`config.mk`:
```
export PLATFORM = sky130hd
export DESIGN_NAME = rr_grant_encoder_flat
export DESIGN_NICKNAME = d
export VERILOG_FILES = /design/src/rtl/rr_grant_encoder_if.sv /design/src/rtl/rr_grant_encoder.sv /design/src/flat_wrapper.sv
export SDC_FILE = /design/constraint.sdc
export NUM_CORES = 1
export LEC_CHECK = 0
export CORE_ASPECT_RATIO = 2
export CORE_UTILIZATION = 30
export CTS_BUF_LIST = sky130_fd_sc_hd__clkbuf_4
export DETAILED_ROUTE_END_ITERATION = 16
export PLACE_DENSITY = 0.52
export SETUP_SLACK_MARGIN = 0.4
export SLEW_MARGIN = 10
export SYNTH_ARGS = -nofsm -noshare
export SYNTH_HDL_FRONTEND = slang
export SYNTH_SLANG_ARGS = --single-unit
export TNS_END_PERCENT = 5
```
`constraint.sdc`:
```
create_clock -name clk -period 4.6 [get_ports clk]
set_input_delay 0.69 -clock clk [delete_from_list [all_inputs] [get_ports clk]]
set_output_delay 0.69 -clock clk [all_outputs]
set_load 0.02 [all_outputs]
```
`src/rtl/rr_grant_encoder_if.sv`:
```
// Bus bundle between the round-robin arbiter and its requesters.
// The release strobe is called release_grant because "release" is a reserved word.
interface rr_grant_encoder_if #(
    parameter int N_REQ = 8,
    parameter int IDX_W = 3
);
    logic [N_REQ-1:0] req;
    logic             release_grant;
    logic             grant_valid;
    logic [IDX_W-1:0] grant_idx;
    logic             timeout;
    logic [IDX_W-1:0] ptr;

    // Requester side: drives requests and release, observes the grant.
    modport master (
        output req,
        output release_grant,
        input  grant_valid,
        input  grant_idx,
        input  timeout,
        input  ptr
    );

    // Arbiter side: samples requests and release, drives the grant.
    modport slave (
        input  req,
        input  release_grant,
        output grant_valid,
        output grant_idx,
        output timeout,
        output ptr
    );
endinterface

```
`src/rtl/rr_grant_encoder.sv`:
```
// 8-requester round-robin arbiter producing a binary grant index for the
// downstream 3-to-8 decoder, with grant hold/release, direct handoff between
// owners and a hold-timeout watchdog. All outputs come straight from flops.
module rr_grant_encoder #(
    parameter int N_REQ    = 8,
    parameter int IDX_W    = 3,   // must equal log2(N_REQ)
    parameter int MAX_HOLD = 15   // 0 disables the watchdog
) (
    input  logic                clk,
    input  logic                rst,
    rr_grant_encoder_if.slave   bus
);

    // hold_cnt needs at least one bit even when the watchdog is disabled.
    localparam int HC_W = (MAX_HOLD > 0) ? $clog2(MAX_HOLD + 1) : 1;

    localparam logic [0:0] IDLE  = 1'b0;
    localparam logic [0:0] GRANT = 1'b1;

    logic [0:0]      state_q,       state_d;
    logic            grant_valid_q, grant_valid_d;
    logic [IDX_W-1:0] grant_idx_q,  grant_idx_d;
    logic [IDX_W-1:0] ptr_q,        ptr_d;
    logic            timeout_q,     timeout_d;
    logic [HC_W-1:0] hold_cnt_q,    hold_cnt_d;

    logic             idle_found;
    logic [IDX_W-1:0] idle_winner;
    logic             hand_found;
    logic [IDX_W-1:0] hand_winner;
    logic [IDX_W-1:0] next_start;
    logic [N_REQ-1:0] masked_req;
    logic             owner_drop;
    logic             watchdog_hit;
    logic             end_grant;

    // Ascending search from 'start', wrapping at the top; first set bit wins.
    // The index sum wraps naturally because N_REQ is 2**IDX_W.
    function automatic logic [IDX_W:0] rr_search(input logic [N_REQ-1:0] vec,
                                                 input logic [IDX_W-1:0] start);
        logic             found;
        logic [IDX_W-1:0] win;
        logic [IDX_W-1:0] idx;
        found = 1'b0;
        win   = '0;
        for (int i = 0; i < N_REQ; i++) begin
            idx = start + IDX_W'(i);
            if (!found && vec[idx]) begin
                found = 1'b1;
                win   = idx;
            end
        end
        return {found, win};
    endfunction

    // Candidate winners for both the idle search and the end-of-grant handoff,
    // where the outgoing owner is masked so it cannot immediately re-win.
    always_comb begin
        next_start   = grant_idx_q + 1'b1;
        masked_req   = bus.req & ~(N_REQ'(1) << grant_idx_q);
        {idle_found, idle_winner} = rr_search(bus.req, ptr_q);
        {hand_found, hand_winner} = rr_search(masked_req, next_start);
        owner_drop   = !bus.req[grant_idx_q];
        watchdog_hit = (MAX_HOLD != 0) && (hold_cnt_q == HC_W'(MAX_HOLD - 1));
        end_grant    = bus.release_grant || owner_drop || watchdog_hit;
    end

    // Next-state logic for the IDLE/GRANT controller and all registered outputs.
    always_comb begin
        state_d       = state_q;
        grant_valid_d = grant_valid_q;
        grant_idx_d   = grant_idx_q;
        ptr_d         = ptr_q;
        timeout_d     = 1'b0;
        hold_cnt_d    = hold_cnt_q;
        case (state_q)
            IDLE: begin
                if (idle_found) begin
                    state_d       = GRANT;
                    grant_valid_d = 1'b1;
                    grant_idx_d   = idle_winner;
                    hold_cnt_d    = '0;
                end
            end
            GRANT: begin
                if (!end_grant) begin
                    if (hold_cnt_q != {HC_W{1'b1}}) begin
                        hold_cnt_d = hold_cnt_q + 1'b1;
                    end
                end else begin
                    ptr_d      = next_start;
                    timeout_d  = watchdog_hit && !bus.release_grant && !owner_drop;
                    hold_cnt_d = '0;
                    if (hand_found) begin
                        grant_idx_d = hand_winner;
                    end else begin
                        state_d       = IDLE;
                        grant_valid_d = 1'b0;
                    end
                end
            end
            default: begin
                state_d       = IDLE;
                grant_valid_d = 1'b0;
            end
        endcase
    end

    // State and output registers with synchronous reset overriding everything.
    always_ff @(posedge clk) begin
        if (rst) begin
            state_q       <= IDLE;
            grant_valid_q <= 1'b0;
            grant_idx_q   <= '0;
            ptr_q         <= '0;
            timeout_q     <= 1'b0;
            hold_cnt_q    <= '0;
        end else begin
            state_q       <= state_d;
            grant_valid_q <= grant_valid_d;
            grant_idx_q   <= grant_idx_d;
            ptr_q         <= ptr_d;
            timeout_q     <= timeout_d;
            hold_cnt_q    <= hold_cnt_d;
        end
    end

    assign bus.grant_valid = grant_valid_q;
    assign bus.grant_idx   = grant_idx_q;
    assign bus.ptr         = ptr_q;
    assign bus.timeout     = timeout_q;

endmodule

```
`src/flat_wrapper.sv`:
```
// flat-port wrapper written by rule: the top's interface ports become plain ports
module rr_grant_encoder_flat 
#(
    parameter int N_REQ    = 8,
    parameter int IDX_W    = 3,                            
    parameter int MAX_HOLD = 15                             
)
  (clk, rst, bus_req, bus_release_grant, bus_grant_valid, bus_grant_idx, bus_timeout, bus_ptr);
  rr_grant_encoder_if #(.N_REQ(N_REQ), .IDX_W(IDX_W)) bus_i ();
  input  logic clk;
  input  logic rst;
  input wire logic [$bits(bus_i.req)-1:0] bus_req;
  input wire logic [$bits(bus_i.release_grant)-1:0] bus_release_grant;
  output wire logic [$bits(bus_i.grant_valid)-1:0] bus_grant_valid;
  output wire logic [$bits(bus_i.grant_idx)-1:0] bus_grant_idx;
  output wire logic [$bits(bus_i.timeout)-1:0] bus_timeout;
  output wire logic [$bits(bus_i.ptr)-1:0] bus_ptr;
  assign bus_i.req = bus_req;
  assign bus_i.release_grant = bus_release_grant;
  assign bus_grant_valid = bus_i.grant_valid;
  assign bus_grant_idx = bus_i.grant_idx;
  assign bus_timeout = bus_i.timeout;
  assign bus_ptr = bus_i.ptr;
  rr_grant_encoder #(.N_REQ(N_REQ), .IDX_W(IDX_W), .MAX_HOLD(MAX_HOLD)) u_core (.clk(clk), .rst(rst), .bus(bus_i));
endmodule
```
* Yosys cells after proc, flatten, opt, wreduce, memory -nomap -nowiden
Index checks and enable logic that the tools add are counted.
Storage, ports and cells: bits in registers 13, input port bits 11, output and inout bits 8
Cells by class: mux-type cells 82, shift-type cells 1, magnitude comparators 17, add/sub/neg operators 16, bitwise gates (word level) 4, equality and inequality tests 7, reductions and logical operators 39
Operators with widths (number):
- $lt 3x4->1 const B | 17
- $mux 3 | 19
- $bmux 1 s3 | 17
- $mux 1 | 39
- $add 3x3->3 const B | 8
- $logic_and 1x1->1 | 16
- $logic_not 1->1 | 16
- $add 3x2->3 const B | 4
- $mux 4 | 3
- $add 3x1->3 const B | 3
- $and 8x8->8 | 1
- $not 8->8 | 1
- $pmux 4 s2 | 1
- $shl 1x3->8 const A | 1
- $ne 2x2->1 const B | 3
- $pmux 3 s2 | 1
- $reduce_and 3->1 | 2
- $add 4x1->4 const B | 1
- $eq 4x4->1 const B | 1
- $ne 4x4->1 const B | 1
- $pmux 1 s2 | 2
- $reduce_and 2->1 | 2
- $ne 3x3->1 const B | 1
- $reduce_or 3->1 | 1
- other kinds (3) | 5

* Logic depth before layout (Yosys ltp)
Gate-level depths: netlist of run 1.
word-level depth 30, gate-level depth with buffers 14, mapped depth without buffers 10

* Least setup slack after synthesis of run 1
OpenSTA, ideal clock, no wires.
path type reg-to-reg, start point reg u_core.grant_idx_q[0] (netlist: u_core.bus.grant_idx[0]), end point reg u_core.grant_idx_q[2] (netlist: u_core.bus.grant_idx[2]), period minus slack after synthesis 3.652 ns, path slack 0.948 ns, path buffers 4, required time 4.509 ns, data arrival time 3.561 ns, stages on the path, launching flop included 14, cell sequence dfxtp_1 > buf_4 > buf_6 > inv_1 > clkbuf_1 > ha_1 > buf_4 > xnor2_1 > a211oi_1 > or3b_4 > nor4_4 > a31oi_1 > a211o_1 > a311oi_1
On the way: elaborated cells between the ends (all ways) 68, those cells by class 8 x add/sub; 2 x eq/ne; 1 x shift; 37 x mux; 2 x bitwise; 18 x reduce/logical
RTL lines:
- from (decl) | line rr_grant_encoder.sv:22 | logic [IDX_W-1:0] grant_idx_q, grant_idx_d;
- from (signal assigned) | line rr_grant_encoder.sv:121 | grant_idx_q <= grant_idx_d;
- $add 3x1->3 * | line rr_grant_encoder.sv:59 | next_start = grant_idx_q + 1'b1;
- via u_core.next_start[0] | line rr_grant_encoder.sv:31 | logic [IDX_W-1:0] next_start;
- branches (longest 27 deep; another with $add 3x1->3)
Mark *: on every way through the listed nets, which the timed path passes. The select of a mux whose other input is x is not followed. A chain may end at the register's enable or synchronous reset.

* Final worst setup path of run 1
start point reg u_core.grant_idx_q[0] (netlist: u_core.bus.grant_idx[0]), end point reg u_core.grant_idx_q[1] (netlist: u_core.bus.grant_idx[1])
On the way: longest elaborated chain between the ends 30, elaborated cells between the ends (all ways) 68, those cells by class 8 x add/sub; 2 x eq/ne; 1 x shift; 37 x mux; 2 x bitwise; 18 x reduce/logical
RTL lines:
- branches (longest 30 deep; another with $add 3x1->3)
Parallel ways; which one is timed is not known. The select of a mux whose other input is x is not followed.

==> impl_summary.log, run 1 <==
INFO  metric placed_cells = 462
INFO  metric critical_path_sink_type = register
INFO  metric synth_top_cells_by_count = nand2_1, mux2i_1, nor2_1
INFO  metric slowest_stage = ha_1
INFO  metric grt_setup_unrepaired = false
INFO  metric slew_headroom = 0.395
INFO  metric cts-buffers-inserted = 3
INFO  metric synth_area = 0.00291 mm2
INFO  metric clock_tree_from_tritoncts = yes
INFO  metric edff_count_synth = 0
INFO  metric insertion_delay = 0.27 ns
INFO  metric critical-path-top-cell-by-count = ha_1
INFO  metric finalNetCount = 386
INFO  metric powerDensity = 791 mW/mm2
INFO  metric antenna_cells = 0
INFO  metric area_delta_synth_final = 8.98%
INFO  metric avgViaCountPerCell = 6.48
INFO  metric maxCapViolCount = 0
INFO  metric via_count_of_the_first_global_routing_pass = 3009
INFO  metric number_of_antenna_violations_at_the_first_check_in_global_routing = 0
INFO  metric placement_rows = 50
INFO  metric route.detailed.drc = 0
INFO  metric synthFlopType = dfxtp_1
INFO  metric wirelength = 10.3 mm
INFO  metric total_number_of_vias = 3020
INFO  metric period_needed = 3.87 ns
INFO  metric holdBufCountCts = 0
INFO  metric finalPower = 2.51 mW
INFO  metric synth-async-reset-ratio = 0
INFO  metric cts_resized = 0
INFO  metric run_status = completed
INFO  metric synth.most_common_cell = nand2_1
INFO  metric worstHoldPathType = register to register
INFO  metric drtIter0Drc = 152
INFO  metric synthDominantCellAreaShare = 0.0893
INFO  metric crit_path_max_incr_delay = 0.61 ns
INFO  metric place.detailed.hpwl = 8.26 mm
INFO  metric yosys.cell_types.count = 75
INFO  metric cp_num_buf_inv = 0
INFO  metric timing.critical_path.depth = 9
INFO  metric criticalPathCategory = register to register
INFO  metric htree_levels = 1
INFO  metric grt_pass1_wl = 16.2 mm
INFO  metric totalNegativeSetupSlack = 0 ns
INFO  metric top_level_ports = 19
INFO  metric fillers = 1001
INFO  metric worstPathArrival = 4.05 ns
INFO  metric dieArea = 0.0101 mm2
INFO  metric seq_area_frac_synth = 0.0893
INFO  metric design.core.area = 0.00938 mm2
INFO  metric p_leak = 1.12 nW
INFO  metric synth_seq_cells = 13
INFO  metric initial_utilization = 0.310
INFO  metric synth_area_per_cell = 8.16 um2
INFO  metric synthesis.nets = 380
INFO  metric cts.path.max_buffers = 2
INFO  metric cp_max_fo = 9
INFO  metric worst_slew_pin_slew = 0.901 ns
INFO  metric cp-start-kind = register
INFO  metric path_clk_slew = 0.08 ns
INFO  metric hold_viol = 0
INFO  metric fp.dieW = 71.7 um
INFO  metric grtUsageTotal = 0.208
INFO  metric crit_chain = ha_1 -> ha_1 -> xnor2_1 -> a211oi_1 -> o21ai_1 -> a211o_1 -> o41ai_1 -> nand2_1 -> a311oi_1
INFO  metric finalCritPeriodShare = 0.841
INFO  metric irDropWorstVdd = 0.000215 V
INFO  metric grt.overflow.total = 0
INFO  metric reg2reg_depth = 9
INFO  metric synth.largest_area_cell = dfxtp_1
INFO  metric final_cell_count_no_fill = 466
INFO  metric largest_net_degree_at_the_start_of_global_routing = 20
INFO  metric synthesis.instances = 357
INFO  metric io_buffer_count = 18
INFO  metric layout-drive-gt1-share = 0.149
INFO  metric clockRootBuffer = clkbuf_4
INFO  metric clock_sinks = 13
INFO  metric synth.area.top_cells = dfxtp_1, mux2i_1, mux4_2
INFO  metric floorplan.die.height = 141 um
INFO  metric fmaxAchievable = 0.258 GHz
INFO  metric avgRoutedWirePerCell = 22.1 um
INFO  metric critPathRequiredTime = 4.78 ns
INFO  metric synth.yosys.warnings = 0
INFO  metric worstHoldPathCells = 2
INFO  metric setup_violations = 0
INFO  metric critical_path.top_delay_family = compound AO/OA/AOI/OAI gates
INFO  metric routabilityCongestion = 1.05
INFO  metric cts_post_setup_buffers_inserted = 0
INFO  metric detail_route.first_pass.iterations = 5
INFO  metric slew_violations = 0
INFO  metric clock_skew = 0.00104 ns
INFO  metric ant_nets = 0
==> layout by cell type, fill, tap and decap left out, types with 3 or more instances in the layout <==
master           count
a21oi_1             16
xnor2_1              7
nor3_1              10
o41ai_1              3
a31oi_1              7
mux4_1               5
a21o_1               3
a211oi_1            11
nand4_1              3
or3_1                4
nor2_1              24
nand3_1              7
o221ai_1             4
o211a_1              3
xor2_1               4
dfxtp_1             13
mux2_2              10
inv_1               11
nor2b_1              4
clkbuf_4             4
nand2_1             31
nand2b_1             4
buf_4               10
a211o_1              6
ha_1                12
o21ai_0             23
clkdlybuf4s50_1     18
and3_1               3
mux2i_1             24
nor3b_1              3
a311oi_1             5
o211ai_1            11
mux4_2               9
==> flip-flops by register name, summed over array words and instances (netlist names) <==
register	cells
u_core.bus.timeout	1
u_core.hold_cnt_q	4
u_core.state_q	1
u_core.bus.grant_valid	1
u_core.bus.ptr	3
u_core.bus.grant_idx	3
==> area by class of cell <==
cell class                      count  area [um2]  share of cell area
Timing Repair Buffer               28         255              0.0804
Clock buffer                        4        30.0             0.00946
Sequential cell                    13         260              0.0820
Inverter                           13        48.8              0.0154
Tap cell                          104         130              0.0410
Multi-Input combinational cell    304        2450               0.772
==> cell families (layout without fill, tap and decap cells) <==
| logic type | count (synthesis) | count (layout) | synth area share |
|---|---|---|---|
| compound gates | 126 | 126 | 0.325 |
| simple gates | 106 | 106 | 0.190 |
| mux | 48 | 48 | 0.236 |
| buf+inv | 40 | 45 | 0.0696 |
| flops | 13 | 13 | 0.0893 |
| fa+ha+maj | 12 | 12 | 0.0515 |
| xor+xnor | 12 | 12 | 0.0387 |
==> through the flow <==
stage,hold slack (ns),instance area [um2],util,setup WS (ns)
2_1_floorplan,0.471,2910,-,0.948
3_3_place_gp,0.490,3140,0.335,0.737
3_5_place_dp,0.495,3140,0.335,0.706
4_1_cts,0.506,3170,0.338,0.761
5_1_grt,0.532,3170,0.338,0.507
6_report,0.502,3170,0.338,0.729
==> per-layer routing <==
metal | up-vias | part of all wire | global-route usage
li1 | 1416 | - | -
met1 | 1463 | 0.34 | 0.191
met2 | 101 | 0.58 | 0.428
met3 | 40 | 0.023 | 0.0114
met4 | 0 | 0.065 | 0.118
met5 | - | 0 | 0
==> where the power goes <==
group | switching (mW) | internal, mW
Combinational | 1.42 | 0.835
Sequential | 0.0437 | 0.135
Clock | 0.0350 | 0.0394
Total | 1.50 | 1.01
==> final timing paths <==
check	from	endpoint	slack (ns)
min	u_core.bus.grant_valid$_SDFFE_PP0P_	u_core.bus.grant_valid$_SDFFE_PP0P_	0.50
max reg2reg	u_core.bus.grant_idx[0]$_SDFFE_PP0P_	u_core.bus.grant_idx[1]$_SDFFE_PP0P_	0.73
max	u_core.bus.grant_idx[0]$_SDFFE_PP0P_	u_core.bus.grant_idx[1]$_SDFFE_PP0P_	0.73
min reg2reg	u_core.bus.grant_valid$_SDFFE_PP0P_	u_core.bus.grant_valid$_SDFFE_PP0P_	0.50
==> tightest hold or removal path: cells and delay by family, from the launching register on <==
family	cells	cell delay, ns
AOI/OAI and AO/OA	1	0.05
DFF	1	0.32
and+or+nand+nor	1	0.09
Power figures use the tool's default switching activity.
==> inputs of run 2 (changes only) <==
--- a/config.mk
+++ b/config.mk
@@ -9,7 +9,7 @@
 export CORE_UTILIZATION = 30
 export CTS_BUF_LIST = sky130_fd_sc_hd__clkbuf_4
 export DETAILED_ROUTE_END_ITERATION = 16
-export PLACE_DENSITY = 0.52
+export PLACE_DENSITY = 0.54
 export SETUP_SLACK_MARGIN = 0.4
 export SLEW_MARGIN = 10
 export SYNTH_ARGS = -nofsm -noshare
==> constraint.sdc (replaced) <==
create_clock -name clk -period 3.55 [get_ports clk]
set_input_delay 0.5325 -clock clk [delete_from_list [all_inputs] [get_ports clk]]
set_output_delay 0.5325 -clock clk [all_outputs]
set_load 0.02 [all_outputs]
==> run 2 against run 1 <==
  * Sequential power is 30% higher
  * Design area is 22% higher
  * Hold slack better by 0.013 ns
  * Combinational power is 77% higher
  * Critical path depth is 1 higher
  * Cell count is 11% higher
  * Register-to-register slack worse by 0.30 ns
  * Clock power is 38% higher
  * First-iteration DRC count stayed put
  * Global-route usage is 2.0 points higher
  * Clock skew is 0.0010 ns higher
  * Clock-buffer cell count stayed put
  * Largest cell class unchanged
==> impl_summary.log, run 2 (synthesized netlist as in run 1, its figures left out) <==
INFO  metric run_status = completed
INFO  metric grt_setup_unrepaired = true
INFO  metric crit_path_max_incr_delay = 0.56 ns (-0.05 ns)
INFO  metric top_level_ports = 19 (unchanged)
INFO  metric critPathRequiredTime = 3.71 ns (-1.07 ns)
INFO  metric antenna_cells = 0 (unchanged)
INFO  metric slew_violations = 0 (unchanged)
INFO  metric route.detailed.drc = 0 (unchanged)
INFO  metric area_delta_synth_final = 32.9%
INFO  metric setup_violations = 0 (unchanged)
INFO  metric seq_power_share = 0.053 (-0.018)
INFO  metric reg2reg_launch_point = u_core.bus.grant_idx[0]$_SDFFE_PP0P_
INFO  metric top_register_by_number_of_flip_flops = u_core.hold_cnt_q
INFO  metric htree_levels = 1 (unchanged)
INFO  metric final_common_cell = buf_4
INFO  metric fp.dieW = 71.7 um (unchanged)
INFO  metric maxCapViolCount = 0 (unchanged)
INFO  metric internal-power = 1.99 mW (+97%)
INFO  metric cp_max_fo = 6 (-3)
INFO  metric critical_path.startpoint = u_core.bus.grant_idx[0]$_SDFFE_PP0P_
INFO  metric cts.path.max_buffers = 2 (unchanged)
INFO  metric critical-path-top-cell-by-count = ha_4
INFO  metric worstPathArrival = 3.28 ns (-0.77 ns)
INFO  metric path_clk_slew = 0.08 ns (about the same)
INFO  metric detail_route.first_pass.iterations = 4 (-1)
INFO  metric critical_path_sink_type = register
INFO  metric grt.overflow.total = 0 (unchanged)
INFO  metric grtUsageTotal = 0.229 (+0.0203)
INFO  metric hold_viol = 0 (unchanged)
INFO  metric pwr-share-clk = 0.024 (-0.006)
INFO  metric slew_headroom = 0.537 (+0.142)
INFO  metric io_buffer_count = 18 (unchanged)
INFO  metric placement_rows = 50 (unchanged)
INFO  metric mostFrequentLayoutCells = buf_4, nand2_1, nor2_1
INFO  metric hold-path-endpoint = u_core.hold_cnt_q[3]$_SDFFE_PP0P_
INFO  metric drtIter0Drc = 152 (unchanged)
INFO  metric totalNegativeSetupSlack = 0 ns (unchanged)
INFO  metric multiInputGateArea = 0.00273 mm2 (+11%)
INFO  metric pwr-share-comb = 0.923 (+0.024)
INFO  metric fillers = 981 (-2.0%)
INFO  metric avgRoutedWirePerCell = 22.0 um (-0.62%)
INFO  metric initial_utilization = 0.310 (unchanged)
INFO  metric dieArea = 0.0101 mm2 (unchanged)
INFO  metric area.sequential = 274 um2 (+5.3%)
INFO  metric endpoint_of_the_worst_slack_reg_to_reg_timing_path = u_core.bus.grant_idx[0]$_SDFFE_PP0P_
INFO  metric number_of_antenna_violations_at_the_first_check_in_global_routing = 0 (unchanged)
INFO  metric criticalPathCategory = register to register
INFO  metric clock_sinks = 13 (unchanged)
INFO  metric p_leak = 1.43 nW (+28%)
INFO  metric net-switching-power = 2.34 mW (+56%)
INFO  metric reg2reg_depth = 10 (+1)
INFO  metric fmaxAchievable = 0.321 GHz (+24%)
INFO  metric routabilityCongestion = 0.908 (-14%)
INFO  metric design.core.area = 0.00938 mm2 (unchanged)
INFO  metric insertion_delay = 0.28 ns (about the same)
INFO  metric wirelength = 11.3 mm (+10%)
INFO  metric worst_slew_pin_slew = 0.690 ns (-0.211 ns)
INFO  metric powerDensity = 1120 mW/mm2 (+41%)
INFO  metric power_switching_share = 0.541 (-0.0576)
INFO  metric largest_net_degree_at_the_start_of_global_routing = 20 (unchanged)
INFO  metric clock_skew = 0.00209 ns (+0.00105 ns)
INFO  metric ant_nets = 0 (unchanged)
INFO  metric layout-drive-gt1-share = 0.333 (+0.183)
INFO  metric finalCritPeriodShare = 0.879 (+0.0372)
INFO  metric flip_flop_count_of_the_largest_register_after_layout = 4 (unchanged)
INFO  metric place.detailed.hpwl = 8.90 mm (+7.7%)
INFO  metric finalPower = 4.33 mW (+73%)
INFO  metric clock_tree_from_tritoncts = yes
INFO  metric via_count_of_the_first_global_routing_pass = 3360 (+12%)
INFO  metric worstHoldPathType = register to register
INFO  metric clockRootBuffer = clkbuf_4
INFO  metric floorplan.die.height = 141 um (unchanged)
INFO  metric crit_chain = ha_4 -> ha_4 -> mux4_2 -> o211a_4 -> a31oi_4 -> or3b_4 -> o41ai_4 -> a222oi_1 -> mux2i_1 -> nor2_1
INFO  metric cp-start-kind = register
INFO  metric finalNetCount = 436 (+13%)
INFO  metric total_number_of_vias = 3229 (+6.9%)
INFO  metric timing.hold.worst.start = u_core.hold_cnt_q[3]$_SDFFE_PP0P_
INFO  metric avgViaCountPerCell = 6.26 (-3.4%)
INFO  metric period_needed = 3.12 ns (-0.752 ns)
INFO  metric worstHoldPathCells = 2 (unchanged)
INFO  metric irDropWorstVdd = 0.000555 V (+160%)
INFO  metric grt_pass1_wl = 17.9 mm (+10%)
INFO  metric slowest_stage = mux4_2
INFO  metric cts-buffers-inserted = 3 (unchanged)
INFO  metric setup.reg_to_reg.worst_slack = 0.43 ns (-0.30 ns)
==> run 2: cell count changes in the layout (fill, tap and decap cells not counted), moves of 3 or more <==
cell	delta
buf_4	+46
ha_1	-6
dfxtp_1	-5
ha_4	+5
a211oi_1	-4
a211oi_2	+4
o21ai_0	-4
o21ai_1	+4
a21oi_1	-3
a21oi_2	+3
dfxtp_4	+3
==> run 2: worst max path at each step <==
stage / to / depth (start not counted)
after global routing: u_core.bus.grant_idx[2]$_SDFFE_PP0P_ / 11
after floorplan: u_core.hold_cnt_q[3]$_SDFFE_PP0P_ / 13
final: u_core.bus.grant_idx[0]$_SDFFE_PP0P_ / 10
after detailed placement: u_core.bus.grant_idx[0]$_SDFFE_PP0P_ / 9
after global placement: u_core.bus.grant_idx[0]$_SDFFE_PP0P_ / 10
after CTS: u_core.bus.grant_idx[2]$_SDFFE_PP0P_ / 12
==> run 2: cell type report <==
| cell class | count | area share |
|---|---|---|
| inverters | 13 | 0.0136 |
| multi-input cells | 304 | 0.705 |
| well taps | 104 | 0.0336 |
| clock buffers | 4 | 0.00776 |
| flip-flops and latches | 13 | 0.0708 |
| repair buffers | 78 | 0.169 |
==> run 2: through the flow <==
stage          instances  utilization  hold slack [ns]  area (um2)  setup slack [ns]
2_1_floorplan        357            -            0.471        3040             0.395
3_3_place_gp         498        0.373            0.495        3500             0.171
3_5_place_dp         498        0.373            0.503        3500             0.128
4_1_cts              509        0.390            0.515        3660             0.407
5_1_grt              516        0.413            0.520        3870             0.314
6_report             516        0.413            0.515        3870             0.431
==> run 2: timing repair <==
item	4_1_cts	5_1_grt
resized for setup	16	25
buffers inserted	7	7
pin swaps	8	13
endpoints found under the setup margin	3	7
hold buffers	0	0
==> run 2: power groups by stage <==
stage               sequential, mW  clock, mW  combinational (mW)
finish                       0.232      0.103                4.00
detailed placement           0.229          0                3.40
global route                 0.237      0.112                4.25
floorplan                    0.249          0                2.25
global placement             0.229          0                3.40
CTS                          0.226      0.104                3.62
==> run 2: worst max-delay path, delay by kind of cell (launching register included) <==
family	cells	cell delay, ns
flip-flops	1	0.37
AND/OR/NAND/NOR	2	0.52
multiplexers	2	0.74
AO/OA/AOI/OAI	4	0.87
adder cells (fa/ha/maj)	2	0.48
==> run 2: metal layers <==
metal	routed length (um)	vias up	GRT usage
met5	0	-	0
met2	6560	79	0.457
li1	-	1517	-
met3	160	43	0.00852
met1	3830	1590	0.217
met4	789	0	0.143
==> inputs of run 3 (changes only) <==
--- a/config.mk
+++ b/config.mk
@@ -6,6 +6,7 @@
 export NUM_CORES = 1
 export LEC_CHECK = 0
 export CORE_ASPECT_RATIO = 2
+export CORE_MARGIN = 4
 export CORE_UTILIZATION = 30
 export CTS_BUF_LIST = sky130_fd_sc_hd__clkbuf_4
 export DETAILED_ROUTE_END_ITERATION = 16
==> run 3 against run 2 <==
  * Cell count rose by 2.5%
  * Sequential cell count stayed put
  * Sequential power hardly changed
  * Clock-buffer cell count did not move
  * Combinational power decreased by 12%
  * Wire length fell by 4.3%
  * Critical endpoint is now u_core.bus.grant_idx[1]$_SDFFE_PP0P_
==> impl_summary.log, run 3 (synthesized netlist as in run 1, its figures left out) <==
INFO  metric final_common_cell = buf_4
INFO  metric powerDensity = 1050 mW/mm2 (-5.9%)
INFO  metric routabilityCongestion = 0.903 (-0.53%)
INFO  metric detail_route.first_pass.iterations = 6 (+2)
INFO  metric layout-drive-gt1-share = 0.283 (-0.0493)
INFO  metric place.detailed.hpwl = 8.79 mm (-1.2%)
INFO  metric grt_pass1_wl = 17.0 mm (-4.9%)
INFO  metric slowest_stage = mux4_2
INFO  metric number_of_antenna_violations_at_the_first_check_in_global_routing = 0 (unchanged)
INFO  metric groute.layer.met3.usage = 0.00552 (-0.00300)
INFO  metric grt.overflow.total = 0 (unchanged)
INFO  metric ant_nets = 0 (unchanged)
INFO  metric cp_max_fo = 8 (+2)
INFO  metric via_count_of_the_first_global_routing_pass = 3195 (-4.9%)
INFO  metric cp-start-kind = register
INFO  metric cts-buffers-inserted = 3 (unchanged)
INFO  metric worst_slew_pin_slew = 0.697 ns (+0.00680 ns)
INFO  metric crit_path_max_incr_delay = 0.57 ns (about the same)
INFO  metric criticalPathCategory = register to register
INFO  metric route.detailed.drc = 0 (unchanged)
INFO  metric worstHoldPathType = register to register
INFO  metric run_status = completed
INFO  metric clock_tree_from_tritoncts = yes
INFO  metric critPathRequiredTime = 3.71 ns (about the same)
INFO  metric worstPathArrival = 3.38 ns (+0.10 ns)
INFO  metric grtUsageTotal = 0.188 (-0.0406)
INFO  metric dieArea = 0.0114 mm2 (+13%)
INFO  metric insertion_delay = 0.27 ns (about the same)
INFO  metric finalCritPeriodShare = 0.908 (+0.0293)
INFO  metric mostFrequentLayoutCells = buf_4, nand2_1, nor2_1
INFO  metric irDropWorstVdd = 0.000369 V (-33%)
INFO  metric total_number_of_vias = 3170 (-1.8%)
INFO  metric path_clk_slew = 0.08 ns (about the same)
INFO  metric htree_levels = 1 (unchanged)
INFO  metric fp.dieW = 77.7 um (+8.4%)
INFO  metric critical-path-top-cell-by-count = ha_4
INFO  metric grt_util_met2 = 0.369 (-0.0879)
INFO  metric floorplan.die.height = 147 um (+4.2%)
INFO  metric finalHoldWorstSlack = 0.510 ns (-0.00487 ns)
INFO  metric critical_path_sink_type = register
INFO  metric io_buffer_count = 18 (unchanged)
INFO  metric grt_setup_unrepaired = true
INFO  metric initial_utilization = 0.308 (-0.00206)
INFO  metric avgRoutedWirePerCell = 20.5 um (-6.7%)
INFO  metric fmaxAchievable = 0.310 GHz (-3.2%)
INFO  metric globalRouteMet1Util = 0.178 (-0.0393)
INFO  metric design.core.area = 0.00945 mm2 (+0.67%)
INFO  metric finalNetCount = 423 (-3.0%)
INFO  metric crit_chain = ha_4 -> ha_4 -> mux4_2 -> o211ai_1 -> o21ai_0 -> a211o_1 -> buf_4 -> o41ai_2 -> nand2_1 -> a311oi_1
INFO  metric hold_viol = 0 (unchanged)
INFO  metric p_leak = 1.33 nW (-7.1%)
INFO  metric wirelength = 10.8 mm (-4.3%)
INFO  metric slew_headroom = 0.535 (-0.00239)
INFO  metric antenna_cells = 0 (unchanged)
INFO  metric drtIter0Drc = 148 (-2.6%)
INFO  metric avgViaCountPerCell = 5.99 (-4.2%)
INFO  metric setup_violations = 0 (unchanged)
INFO  metric cp_num_buf_inv = 1 (+1)
INFO  metric flip_flop_count_of_the_largest_register_after_layout = 4 (unchanged)
INFO  metric clock_skew = 0.00872 ns (+0.00664 ns)
INFO  metric period_needed = 3.22 ns (+0.104 ns)
INFO  metric global_route.peak_usage_layer = met2
INFO  metric cts.path.max_buffers = 2 (unchanged)
INFO  metric slew_violations = 0 (unchanged)
INFO  metric area_delta_synth_final = 25.1%
INFO  metric top_register_by_number_of_flip_flops = u_core.hold_cnt_q
INFO  metric clockRootBuffer = clkbuf_4
INFO  metric placement_rows = 50 (unchanged)
INFO  metric top_level_ports = 19 (unchanged)
INFO  metric critical_path.top_delay_family = compound AO/OA/AOI/OAI gates
INFO  metric largest_net_degree_at_the_start_of_global_routing = 19 (-5.0%)
INFO  metric clock_sinks = 13 (unchanged)
INFO  metric maxCapViolCount = 0 (unchanged)
INFO  metric holdBufCountCts = 0 (unchanged)
INFO  metric totalNegativeSetupSlack = 0 ns (unchanged)
[run 3: changes by cell type in the layout (fill, tap and decap cells not counted), moves of 2 or more]
cell / change
mux2i_4: -2
o21ai_0: +3
o21ai_1: -3
ha_1: +3
ha_4: -2
buf_4: -9
[run 3: path summary, 6_finish.rpt]
check | endpoint | cells after the start | startpoint | slack (ns)
hold / removal | u_core.hold_cnt_q[3]$_SDFFE_PP0P_ | 2 | u_core.hold_cnt_q[3]$_SDFFE_PP0P_ | 0.51
setup / recovery | u_core.bus.grant_idx[1]$_SDFFE_PP0P_ | 10 | u_core.bus.grant_idx[0]$_SDFFE_PP0P_ | 0.33
setup reg to reg | u_core.bus.grant_idx[1]$_SDFFE_PP0P_ | 10 | u_core.bus.grant_idx[0]$_SDFFE_PP0P_ | 0.33
hold reg to reg | u_core.hold_cnt_q[3]$_SDFFE_PP0P_ | 2 | u_core.hold_cnt_q[3]$_SDFFE_PP0P_ | 0.51
[run 3: where the power goes]
group          leakage, nW  internal (mW)  switching [mW]
clock network       0.0184         0.0511          0.0461
registers            0.110          0.185          0.0490
logic                 1.20           1.47            2.04
total                 1.33           1.71            2.14
[run 3: cell type report]
class / count / area, um2
Clock buffer: 4 / 30.0
Fill cell: 993 / 5800
Sequential cell: 13 / 277
Timing Repair Buffer: 65 / 533
Tap cell: 130 / 163
Multi-Input combinational cell: 304 / 2590
Inverter: 13 / 48.8
[run 3: repair_timing]
action	in CTS	in global routing
gates resized for setup	11	4
pin swaps	3	2
setup buffers	5	1
cloned	0	0
endpoints found under the setup margin	3	6
[run 3: through the flow]
step	utilization	instances	power [mW]	area [um2]	worst slack [ns]
final	0.386	529	3.84	3640	0.327
after global placement	0.370	519	3.54	3500	0.100
after CTS	0.383	528	3.77	3610	0.372
after global routing	0.386	529	4.11	3640	0.193
after floorplan	-	357	2.50	3040	0.395
after detailed placement	0.370	519	3.53	3500	0.0691
[run 3: routing by layer]
layer	routed length, um	vias up
met3	231	41
met5	0	-
met2	6150	103
met4	858	0
met1	3600	1535
li1	-	1491
[run 3: worst reg2reg max path, stage by stage (launching register included)]
cell and delay, ns:
dfxtp_4 0.37, ha_4 0.17, ha_4 0.32, mux4_2 0.57
o211ai_1 0.15, o21ai_0 0.14, a211o_1 0.30, buf_4 0.18
o41ai_2 0.43, nand2_1 0.19, a311oi_1 0.31
